[src/rtl/door_input_conditioner_if.sv]
// door_input_conditioner_if
//   Groups the raw switch inputs and the conditioned outputs of the door
//   input conditioner into one bundle.
//   Raw side (driven by the board / bench):
//     Btn_Raw     - asynchronous push-button level, 1 = pressed
//     UP_Lim_Raw  - asynchronous upper limit switch, 1 = door fully open
//     DN_Lim_Raw  - asynchronous lower limit switch, 1 = door fully closed
//   Conditioned side (driven by the conditioner):
//     Activate    - one-cycle pulse per debounced press
//     UP_Max      - debounced upper limit level
//     DN_Max      - debounced lower limit level
//     Lim_Fault   - both debounced limits closed
//   modport master : drives the raw switches, observes the outputs
//   modport slave  : the conditioner itself
interface door_input_conditioner_if;
  logic Btn_Raw;
  logic UP_Lim_Raw;
  logic DN_Lim_Raw;
  logic Activate;
  logic UP_Max;
  logic DN_Max;
  logic Lim_Fault;

  modport master (
    output Btn_Raw, UP_Lim_Raw, DN_Lim_Raw,
    input  Activate, UP_Max, DN_Max, Lim_Fault
  );

  modport slave (
    input  Btn_Raw, UP_Lim_Raw, DN_Lim_Raw,
    output Activate, UP_Max, DN_Max, Lim_Fault
  );
endinterface

[src/rtl/door_input_conditioner.sv]
// door_input_conditioner
//   Synchronises and debounces the wall push-button and the two limit
//   switches for the garage door controller.
//   Ports:
//     CLK - system clock, all logic on the rising edge
//     RST - synchronous active-low reset
//     io  - door_input_conditioner_if.slave (raw switches in, conditioned
//           Activate / UP_Max / DN_Max / Lim_Fault out)
//   Parameter:
//     DEBOUNCE_CYCLES - consecutive synchronised cycles a new level must be
//                       held before the debounced value follows it (>= 1)
module door_input_conditioner #(
  parameter int unsigned DEBOUNCE_CYCLES = 4
) (
  input logic                      CLK,
  input logic                      RST,
  door_input_conditioner_if.slave  io
);

  localparam int unsigned         CNT_W    = $clog2(DEBOUNCE_CYCLES + 1);
  localparam logic [CNT_W-1:0]    CNT_LAST = CNT_W'(DEBOUNCE_CYCLES - 1);

  // Channel index: 0 = button, 1 = upper limit, 2 = lower limit.
  logic [2:0]       raw;
  logic [2:0]       s1_q;
  logic [2:0]       s2_q;
  logic [2:0]       db_q;
  logic [2:0]       db_d;
  logic [CNT_W-1:0] cnt_q [3];
  logic [CNT_W-1:0] cnt_d [3];
  logic             act_q;
  logic             act_d;
  logic             flt_q;
  logic             flt_d;

  assign raw = {io.DN_Lim_Raw, io.UP_Lim_Raw, io.Btn_Raw};

  always_comb begin
    db_d = db_q;
    for (int unsigned ch = 0; ch < 3; ch++) begin
      cnt_d[ch] = '0;
      if (s2_q[ch] != db_q[ch]) begin
        if (cnt_q[ch] == CNT_LAST) begin
          db_d[ch] = s2_q[ch];
        end else begin
          cnt_d[ch] = cnt_q[ch] + CNT_W'(1);
        end
      end
    end
    // Fault and press qualification both look at next-cycle debounced values,
    // so a press landing on the edge a fault clears still produces a pulse.
    flt_d = db_d[1] & db_d[2];
    act_d = db_d[0] & ~db_q[0] & ~flt_d;
  end

  always_ff @(posedge CLK) begin
    if (!RST) begin
      s1_q  <= '0;
      s2_q  <= '0;
      db_q  <= '0;
      act_q <= 1'b0;
      flt_q <= 1'b0;
      for (int unsigned ch = 0; ch < 3; ch++) begin
        cnt_q[ch] <= '0;
      end
    end else begin
      s1_q  <= raw;
      s2_q  <= s1_q;
      db_q  <= db_d;
      act_q <= act_d;
      flt_q <= flt_d;
      for (int unsigned ch = 0; ch < 3; ch++) begin
        cnt_q[ch] <= cnt_d[ch];
      end
    end
  end

  assign io.Activate  = act_q;
  assign io.UP_Max    = db_q[1];
  assign io.DN_Max    = db_q[2];
  assign io.Lim_Fault = flt_q;

endmodule
[src/flat_wrapper.sv]
// flat-port wrapper written by rule: the top's interface ports become plain ports
module door_input_conditioner_flat 
#(
  parameter int unsigned DEBOUNCE_CYCLES = 4
)
  (CLK, RST, io_Btn_Raw, io_UP_Lim_Raw, io_DN_Lim_Raw, io_Activate, io_UP_Max, io_DN_Max, io_Lim_Fault);
  door_input_conditioner_if io_i ();
  input logic CLK;
  input logic RST;
  input wire logic [$bits(io_i.Btn_Raw)-1:0] io_Btn_Raw;
  input wire logic [$bits(io_i.UP_Lim_Raw)-1:0] io_UP_Lim_Raw;
  input wire logic [$bits(io_i.DN_Lim_Raw)-1:0] io_DN_Lim_Raw;
  output wire logic [$bits(io_i.Activate)-1:0] io_Activate;
  output wire logic [$bits(io_i.UP_Max)-1:0] io_UP_Max;
  output wire logic [$bits(io_i.DN_Max)-1:0] io_DN_Max;
  output wire logic [$bits(io_i.Lim_Fault)-1:0] io_Lim_Fault;
  assign io_i.Btn_Raw = io_Btn_Raw;
  assign io_i.UP_Lim_Raw = io_UP_Lim_Raw;
  assign io_i.DN_Lim_Raw = io_DN_Lim_Raw;
  assign io_Activate = io_i.Activate;
  assign io_UP_Max = io_i.UP_Max;
  assign io_DN_Max = io_i.DN_Max;
  assign io_Lim_Fault = io_i.Lim_Fault;
  door_input_conditioner #(.DEBOUNCE_CYCLES(DEBOUNCE_CYCLES)) u_core (.CLK(CLK), .RST(RST), .io(io_i));
endmodule
[config.mk]
export PLATFORM = sky130hd
export DESIGN_NAME = door_input_conditioner_flat
export DESIGN_NICKNAME = d
export VERILOG_FILES = /design/src/rtl/door_input_conditioner_if.sv /design/src/rtl/door_input_conditioner.sv /design/src/flat_wrapper.sv
export SDC_FILE = /design/constraint.sdc
export NUM_CORES = 1
export LEC_CHECK = 0
export ABC_AREA = 1
export CAP_MARGIN = 10
export CORE_MARGIN = 2
export CORE_UTILIZATION = 46
export CTS_CLUSTER_SIZE = 25
export DETAILED_ROUTE_END_ITERATION = 12
export PLACE_DENSITY = 0.72
export SKIP_LAST_GASP = 1
export SLEW_MARGIN = 20
export SYNTH_ARGS = -nofsm -noshare
export SYNTH_HDL_FRONTEND = slang
export SYNTH_SLANG_ARGS = --single-unit
[constraint.sdc]
create_clock -name CLK -period 1.1 [get_ports CLK]
set_input_delay 0.275 -clock CLK [delete_from_list [all_inputs] [get_ports CLK]]
set_output_delay 0.275 -clock CLK [all_outputs]
set_load 0.005 [all_outputs]
==> flow_metrics.tcl, run 1 <==
set metrics [dict create \
    dieArea_mm2 0.00203 \
    ctsHoldBuffers 0 \
    cts_tree "done" \
    clk_pin_slew_ns 0.10 \
    cp_max_fo 3 \
    cts_root_buffer "clkbuf_4" \
    min_period_ns 1.06 \
    drt_first_pass_iters 3 \
    synth.distinct_cells 12 \
    num_vias 533 \
    hold_start "u_core.s1_q[1]" \
    ff2ff_path_depth 7 \
    hold_depth 2 \
    ir_drop_mv 0.826 \
    final_util 0.644 \
    die_w_um 45.0 \
    gp_congestion 0.664 \
    drc 0 \
    synth-simple-area-share 0.231 \
    hpwl_um 782 \
    path_class "register to register" \
    fin_ws_ns 0.0406 \
    htree_num_levels 1 \
    nFillCells 129 \
    reg2reg_from "u_core.cnt_q[0][6]" \
    drv_cap 0 \
    num_antenna_cells 0 \
    worstPathCellList "ha_4, ha_4, inv_1, nand2_2, nand2_2, nand2_1, nor2_1" \
    hold_path_end "u_core.s2_q[1]" \
    cp.arrival_ns 1.30 \
    max_freq_mhz 944 \
    ys_warn_count 0 \
    start_util 0.502 \
    clock-sinks 20 \
    synth_fa_ha_area_frac 0.0969 \
    drt_iter0_markers 6 \
    synth-compound-area-share 0.0323 \
    clockBufferDepth 2 \
    nets 116 \
    io_pins 9 \
    ant_nets 0 \
    power_density_mw_per_mm2 1140 \
    die_y_um 45.0 \
    endpoint_kind "register" \
    setup_viol 0 \
    grt.overflow.total 0 \
    drv_slew 0 \
    coreArea_mm2 0.00154 \
    area_growth_pct 28.1 \
    crit_path_top_delay_cell "dfxtp_2" \
    critPathMaxStageDelay_ns 0.35 \
    synthMuxAreaShare 0 \
    pre_cts_ws_ns -0.184 \
    layout-drive-gt1-share 0.350 \
    synth_top_family_by_area "simple AND/OR/NAND/NOR gates" \
    tightestPinTransition_ns 0.237 \
    fin_crit_sh 0.963 \
    critPathLaunchType "register" \
    r2r-end "u_core.io.Lim_Fault" \
    syn_area_um2 774 \
    synth_nets 100 \
    fp-row-count 14 \
    syn_inst 89 \
    track_usage 0.131 \
    hold_path_class "register to register" \
    clock-skew-final_ns 0.00300 \
    grt_max_degree 11 \
    cp.required_ns 1.34 \
    syn_avg_cell_area_um2 8.70 \
    finalPower_mw 1.13 \
    wirelength_um 1050 \
    numCtsBuffers 3 \
    dp.cells 116 \
    viasPerCell 4.48 \
    r2r_slack_ns 0.04 \
    worstSkewPairLatency_ns 0.30 \
    hold_viol_final 0 \
    relSlewSlack 0.841 \
    synthXorXnorAreaFrac 0 \
    ys_seq_area_frac 0.517 \
    wl_per_cell_um 8.82 \
    cts_setup_buffers 0 \
    grt_pass1_wl_um 1810 \
    grt_antenna_before_repair 0 \
    leakage_nw 0.434 \
    port_buffers 8 \
    synth-seq-cells 20 \
    grt_pass1_vias 491 \
    instances_no_fill 119 \
    status "finished clean" \
]
-- cell usage after synthesis --
library cell | count | share of area
inv_6 | 1 | 0.011
a21oi_1 | 4 | 0.026
buf_6 | 1 | 0.015
o21ai_0 | 1 | 0.0065
ha_1 | 6 | 0.097
nand4_1 | 1 | 0.0081
nor2_1 | 10 | 0.048
nand2_1 | 19 | 0.092
dfxtp_1 | 20 | 0.52
inv_1 | 20 | 0.097
nand3_2 | 3 | 0.039
nor2_4 | 3 | 0.044
-- stage by stage --
| stage | setup TNS [ns] | hold WS [ns] | instance area [um2] |
|---|---|---|---|
| 4_1_cts | -0.0106 | 0.427 | 951 |
| 6_report | 0 | 0.422 | 992 |
| 2_1_floorplan | 0 | 0.373 | 774 |
| 5_1_grt | -0.0148 | 0.448 | 992 |
| 3_5_place_dp | -2.60 | 0.406 | 893 |
| 3_3_place_gp | -2.19 | 0.393 | 893 |
-- area by class of cell --
type | instances | area (um2) | share of cell area
Sequential cell | 20 | 408 | 0.411
Multi-Input combinational cell | 47 | 368 | 0.371
Timing Repair Buffer | 12 | 90.1 | 0.0908
Inverter | 21 | 83.8 | 0.0845
Clock buffer | 3 | 22.5 | 0.0227
Tap cell | 16 | 20.0 | 0.0202
-- state kept, by name, summed over array words and instances, names as in the netlist --
name / cells
u_core.s1_q: 3
u_core.db_q: 3
u_core.io.Activate: 1
u_core.io.Lim_Fault: 1
u_core.cnt_q: 9
u_core.s2_q: 3
-- critical path, delay by kind of cell (launching register included) --
kind                       cells  cell delay [ns]
DFF                            1             0.35
buffers and inverters          1             0.06
adders and majority gates      2             0.33
and+or+nand+nor                4             0.28
-- cells by family (layout without fill, tap and decap cells) --
kind of cell,count (synthesis),after routing
AOI/OAI and AO/OA,5,5
adders and majority gates,6,6
buffers and inverters,22,36
DFF,20,20
and+or+nand+nor,36,36
-- cells in the final DEF, fill, tap and decap left out, drive strengths merged --
cell,n
nor2,13
nand4,1
clkdlybuf4s50,4
o21ai,1
nand3,3
ha,6
inv,21
clkbuf,7
buf,4
nand2,19
dfxtp,20
a21oi,4
-- worst max-delay path by stage --
stage                        from                   to  slack, ns  cells past startpoint
4_1_cts            u_core.db_q[1]            io_UP_Max      -0.01                      1
3_3_place_gp                  RST   u_core.cnt_q[0][5]      -0.16                      5
2_1_floorplan  u_core.cnt_q[0][6]  u_core.io.Lim_Fault       0.05                      6
6_report       u_core.cnt_q[0][6]  u_core.io.Lim_Fault       0.04                      7
5_1_grt        u_core.cnt_q[0][0]   u_core.cnt_q[0][0]      -0.01                      5
3_5_place_dp                  RST   u_core.cnt_q[0][7]      -0.18                      5
-- layer usage --
metal  up-vias  global-route usage  wire length, um
li1        292                   -                -
met1       225               0.149              488
met2        11               0.206              476
met3         5              0.0240               44
met4         0               0.124               41
met5         -                   0                0
-- power by group --
part           leakage (nW)  total, mW  internal (mW)  switching [mW]
Clock                0.0138      0.331          0.128           0.203
Sequential            0.166      0.746          0.738         0.00807
Combinational         0.254     0.0562         0.0295          0.0267
Total                 0.434       1.13          0.895           0.238
-- repair_timing --
item / CTS / global route
pin swaps: 0 / 6
gates resized for setup: 18 / 19
setup endpoints to repair: 17 / 9
(Power assumes the default switching activity.)
==> run 2, diff against run 1 <==
- CAP_MARGIN: 10 -> 20
- GPL_TIMING_DRIVEN: unset -> 1
==> results of run 2 <==
The final DEF is identical to that of run 1; final timing and power are the same.
==> run 3, diff against run 2 <==
- SLEW_MARGIN: 20 -> unset
==> results of run 3 <==
The final DEF is identical to that of run 1; final timing and power are the same.
